### config.mk
export PLATFORM = sky130hd
export DESIGN_NAME = logarithm
export DESIGN_NICKNAME = d
export VERILOG_FILES = /design/src/rtl/logarithm.sv
export SDC_FILE = /design/constraint.sdc
export NUM_CORES = 1
export LEC_CHECK = 0
export ABC_AREA = 1
export CORE_ASPECT_RATIO = 1.25
export CORE_UTILIZATION = 45
export CTS_CLUSTER_DIAMETER = 60
export CTS_CLUSTER_SIZE = 20
export DETAILED_ROUTE_END_ITERATION = 8
export PLACE_DENSITY = 0.73
export SYNTH_ARGS = -nofsm -noshare
export SYNTH_HDL_FRONTEND = slang
export SYNTH_SLANG_ARGS = --single-unit
### constraint.sdc
create_clock -name clk -period 10.94 [get_ports clk]
set_input_delay 2.188 -clock clk [delete_from_list [all_inputs] [get_ports clk]]
set_output_delay 2.188 -clock clk [all_outputs]
set_load 0.05 [all_outputs]
### src/rtl/logarithm.sv
// Sequential natural-log unit: ln(y) of an unsigned 2.FRAC operand in [1.0, e).
// Multiplicative normalization: one (1+2^-k) factor tried per cycle, ln of the accepted factors summed from a ROM.
module logarithm #(
  parameter int FRAC  = 16,
  parameter int ITER  = 16,
  parameter int GUARD = 4
) (
  input  logic            clk,
  input  logic            rst,
  input  logic            start,
  input  logic [FRAC+1:0] y_in,
  output logic            done,
  output logic            busy,
  output logic            err,
  output logic [FRAC-1:0] result
);

  localparam int WF = FRAC + GUARD;
  localparam int PW = WF + 2;
  localparam int AW = WF + 1;
  localparam int KW = $clog2(ITER + 1);

  localparam logic [FRAC+1:0] ONE_Y  = {2'b01, {FRAC{1'b0}}};
  localparam logic [FRAC+1:0] E_Q    = 18'h2B7E1;
  localparam logic [PW-1:0]   ONE_P  = {2'b01, {WF{1'b0}}};
  localparam logic [KW-1:0]   K_LAST = KW'(ITER);

  // round(ln(1+2^-k) * 2^20) for the default FRAC+GUARD of 20 bits
  localparam logic [WF-1:0] LN_ROM [32] = '{
    20'd726817, 20'd425161, 20'd233983, 20'd123504, 20'd63570, 20'd32266,
    20'd16257,  20'd8160,   20'd4088,   20'd2046,   20'd1024,  20'd512,
    20'd256,    20'd128,    20'd64,     20'd32,     20'd16,    20'd8,
    20'd4,      20'd2,      20'd1,      20'd0,      20'd0,     20'd0,
    20'd0,      20'd0,      20'd0,      20'd0,      20'd0,     20'd0,
    20'd0,      20'd0
  };

  typedef enum logic [1:0] {IDLE, RUN, DONE} state_t;

  state_t          state_q, state_d;
  logic [FRAC+1:0] yR_q, yR_d;
  logic [PW-1:0]   p_q, p_d;
  logic [AW-1:0]   acc_q, acc_d;
  logic [KW-1:0]   k_q, k_d;
  logic            done_q, done_d;
  logic            err_q, err_d;
  logic [FRAC-1:0] result_q, result_d;

  logic [PW:0]     tSum;
  logic [PW:0]     yExt;
  logic [AW-1:0]   accNext;
  logic [FRAC:0]   rounded;
  logic [4:0]      romIdx;

  assign romIdx = 5'(k_q);
  assign yExt   = {1'b0, yR_q, {GUARD{1'b0}}};

  always_ff @(posedge clk or posedge rst) begin
    if (rst) begin
      state_q  <= IDLE;
      yR_q     <= '0;
      p_q      <= '0;
      acc_q    <= '0;
      k_q      <= '0;
      done_q   <= 1'b0;
      err_q    <= 1'b0;
      result_q <= '0;
    end else begin
      state_q  <= state_d;
      yR_q     <= yR_d;
      p_q      <= p_d;
      acc_q    <= acc_d;
      k_q      <= k_d;
      done_q   <= done_d;
      err_q    <= err_d;
      result_q <= result_d;
    end
  end

  always_comb begin
    state_d  = state_q;
    yR_d     = yR_q;
    p_d      = p_q;
    acc_d    = acc_q;
    k_d      = k_q;
    done_d   = done_q;
    err_d    = err_q;
    result_d = result_q;
    tSum     = {1'b0, p_q} + ({1'b0, p_q} >> k_q);
    accNext  = acc_q;
    rounded  = '0;

    case (state_q)
      IDLE: begin
        if (start) begin
          yR_d = y_in;
          if (y_in < ONE_Y) begin
            err_d    = 1'b1;
            result_d = '0;
            done_d   = 1'b1;
            state_d  = DONE;
          end else if (y_in >= E_Q) begin
            err_d    = 1'b1;
            result_d = '1;
            done_d   = 1'b1;
            state_d  = DONE;
          end else begin
            p_d     = ONE_P;
            acc_d   = '0;
            k_d     = '0;
            state_d = RUN;
          end
        end
      end

      RUN: begin
        // Take the factor only while the running product stays at or below the operand
        if (tSum <= yExt) begin
          p_d     = tSum[PW-1:0];
          accNext = acc_q + AW'(LN_ROM[romIdx]);
        end
        acc_d = accNext;
        k_d   = k_q + KW'(1);
        if (k_q == K_LAST) begin
          rounded  = accNext[AW-1:GUARD] + (FRAC+1)'(accNext[GUARD-1]);
          result_d = rounded[FRAC] ? '1 : rounded[FRAC-1:0];
          err_d    = 1'b0;
          done_d   = 1'b1;
          state_d  = DONE;
        end
      end

      DONE: begin
        if (!start) begin
          done_d  = 1'b0;
          state_d = IDLE;
        end
      end

      default: state_d = IDLE;
    endcase
  end

  assign done   = done_q;
  assign busy   = (state_q == RUN);
  assign err    = err_q;
  assign result = result_q;

endmodule

==> flow_summary.yaml <==
run_status:
  status: "complete, no violations"
setup_path:
  startpoint_type: "register"
  crit_family: "compound AO/OA/AOI/OAI gates"
  crit_path_max_fanout: 44
  worst_setup_path_end_kind: "register"
  slowest_delay_ps: 450
  critPathSlowestCell: "o21ai_0"
  path_buf_inv: 6
  crit_top_cell: "nand2_1"
  crit_arrival_ps: 7830
  crit_type: "reg -> reg"
  cp.required_ps: 11140
drt:
  wl_per_cell_um: 16.6
  wirelength_um: 25600
  drt_pass1_iterations: 7
  ant_nets: 0
  route.detailed.drc: 0
  via_per_inst: 5.63
  drt_iter0_drc: 652
  vias: 8664
grt:
  grt_pass1_vias: 8226
  grt_max_degree: 69
  grt_overflow: 0
  antenna_found_initial: 0
  grt_usage: 0.268
  grt_pass1_wl_um: 41400
die:
  fp.coreArea_um2: 18200
  die_w_um: 125
  initial_utilization: 0.465
  boundaryPins: 40
  die-area_um2: 19400
  fp.dieH_um: 155
  fp-row-count: 55
synthesis:
  ys_ff_latch: 86
  synth_seq_area_share: 0.254
  synthTopCellsByArea: "dfrtp_1, nand2_1, ha_1"
  synth_enable_flop_cells: 0
  synth-main-ff-cell: "dfrtp_1"
  netlist_area_um2: 8470
  synth_top_area_cell: "dfrtp_1"
  synth_nets: 1384
  synth.distinct_cells: 53
  yosys_warnings: 0
  syn_avg_cell_area_um2: 6.58
  synth_top_area_frac: 0.254
  synth_cells: 1287
  synthArstFlopShare: 1.00
placed_design:
  dp_hpwl_um: 19600
  io_buffers: 39
  gp_congestion: 0.977
sta:
  worst_pin_slew_ps: 1030
  hold_viol_final: 0
  rsz0062_at_grt: "no"
  timing.fmax_mhz: 131
  setup_violations: 0
  period_minus_slack_ps: 7620
  maxSlewViolCount: 0
  skew_ps: 12.1
  fin_tns_setup_ps: 0
  max_slew_margin: 0.314
  period_share: 0.697
clocking:
  clock_latency_ps: 360
  clock_path_buffers: 2
  cts-root-buf: "clkbuf_16"
  path_clk_slew_ps: 80
  cts_resized: 0
  clock-sinks: 86
  numCtsBuffers: 9
  htree_levels: 3
  cts_hold_buf: 0
  cts_tree: "built"
  cts_setup_buffers: 0
job:
  maxCapViolations: 0
cells_and_area:
  area_growth_pct: 9.91
  final_layout_size_suffix_gt1_frac: 0.0534
  ff_latch_area_um2: 2150
  nFillCells: 1832
  multiInputGateArea_um2: 5440
  nNetsFinal: 1403
  antenna_cells: 0
min_path:
  hold_path.class: "reg -> reg"
[Yosys cell counts, drive strengths merged (2+ instances only)]
library cell	number
nor3	18
or2	3
inv	186
ha	74
mux2i	5
dfrtp	86
buf	12
o21a	4
a21oi	73
a21boi	9
fa	2
o21bai	2
a32o	3
a221oi	2
o211ai	7
o221ai	7
nor2	102
o22ai	35
xor2	22
nor4	4
nand3b	13
nand2	362
clkbuf	24
o21ai	123
clkinv	5
nand3	61
nand4	14
a21o	4
xnor2	15
a31oi	2
[tightest hold or removal path, delay by kind of cell, from the launching register on]
| kind | cells | cell delay [ps] |
|---|---|---|
| compound gates | 1 | 60 |
| simple gates | 1 | 50 |
| flops | 1 | 350 |
[flip-flops by register name, summed over array words and instances (netlist names)]
register / count
state_q: 2
acc_q: 21
p_q: 22
err: 1
done: 1
result: 16
k_q: 5
yR_q: 18
[layout by cell type, fill, tap and decap left out, types with 5 or more instances in the layout]
master / instances
clkbuf_16: 9
nor2_2: 6
o21ai_0: 107
nor3_1: 14
xor2_1: 22
nand4_1: 14
nor2_1: 92
dfrtp_1: 86
inv_2: 8
nand2_2: 15
xnor2_1: 15
nand3_1: 59
o22ai_1: 35
ha_1: 74
inv_1: 177
clkinv_1: 5
clkdlybuf4s50_1: 39
nand2_1: 346
a21oi_1: 69
a21boi_1: 6
o221ai_1: 7
o21ai_1: 16
o211ai_1: 7
nand3b_1: 13
mux2i_1: 5
buf_4: 5
[path summary, 6_finish.rpt]
| check | from | slack [ps] | cells past startpoint | to |
|---|---|---|---|---|
| max in group asynchronous | rst | 7640 | 3 | p_q[7]$_DFFE_PP0P_ |
| setup reg to reg | k_q[0]$_DFFE_PP0P_ | 3320 | 39 | result[6]$_DFFE_PP0P_ |
| hold reg to reg | yR_q[5]$_DFFE_PP0P_ | 490 | 2 | yR_q[5]$_DFFE_PP0P_ |
| setup / recovery | k_q[0]$_DFFE_PP0P_ | 3320 | 39 | result[6]$_DFFE_PP0P_ |
| hold / removal | yR_q[5]$_DFFE_PP0P_ | 490 | 2 | yR_q[5]$_DFFE_PP0P_ |
| min in group asynchronous | rst | 2090 | 2 | state_q[0]$_DFFE_PP0P_ |
[metrics by stage]
step / utilization / setup slack [ps] / hold slack, ps / area [um2] / std cells
after floorplan: - / 5000 / 453 / 8470 / 1287
after global placement: 0.495 / 3740 / 467 / 9020 / 1523
after detailed placement: 0.495 / 3560 / 473 / 9020 / 1523
after CTS: 0.511 / 3530 / 491 / 9310 / 1539
after global routing: 0.511 / 2690 / 514 / 9310 / 1539
final: 0.511 / 3320 / 490 / 9310 / 1539
[layout make-up]
class	count	area share
Tap cell	228	0.0306
Sequential cell	86	0.231
Timing Repair Buffer	44	0.0460
Inverter	191	0.0771
Clock inverter	7	0.00726
Multi-Input combinational cell	974	0.584
Clock buffer	9	0.0242
[cell families (layout without fill, tap and decap cells)]
group / Yosys count / after routing / synth area share
AO/OA/AOI/OAI: 278 / 278 / 0.188
XOR/XNOR: 37 / 37 / 0.0383
adder cells (fa/ha/maj): 76 / 76 / 0.114
buffers and inverters: 227 / 251 / 0.104
flip-flops: 86 / 86 / 0.254
multiplexers: 5 / 5 / 0.00591
AND/OR/NAND/NOR: 578 / 578 / 0.295
[routing by layer]
metal,wire [um],global-route usage
met5,0,0
met4,1640,0.168
met3,1040,0.0320
met2,12600,0.467
met1,10300,0.314
Power is not shown: default switching activity piles up to over one toggle a cycle in this logic, so the estimate is an artifact.
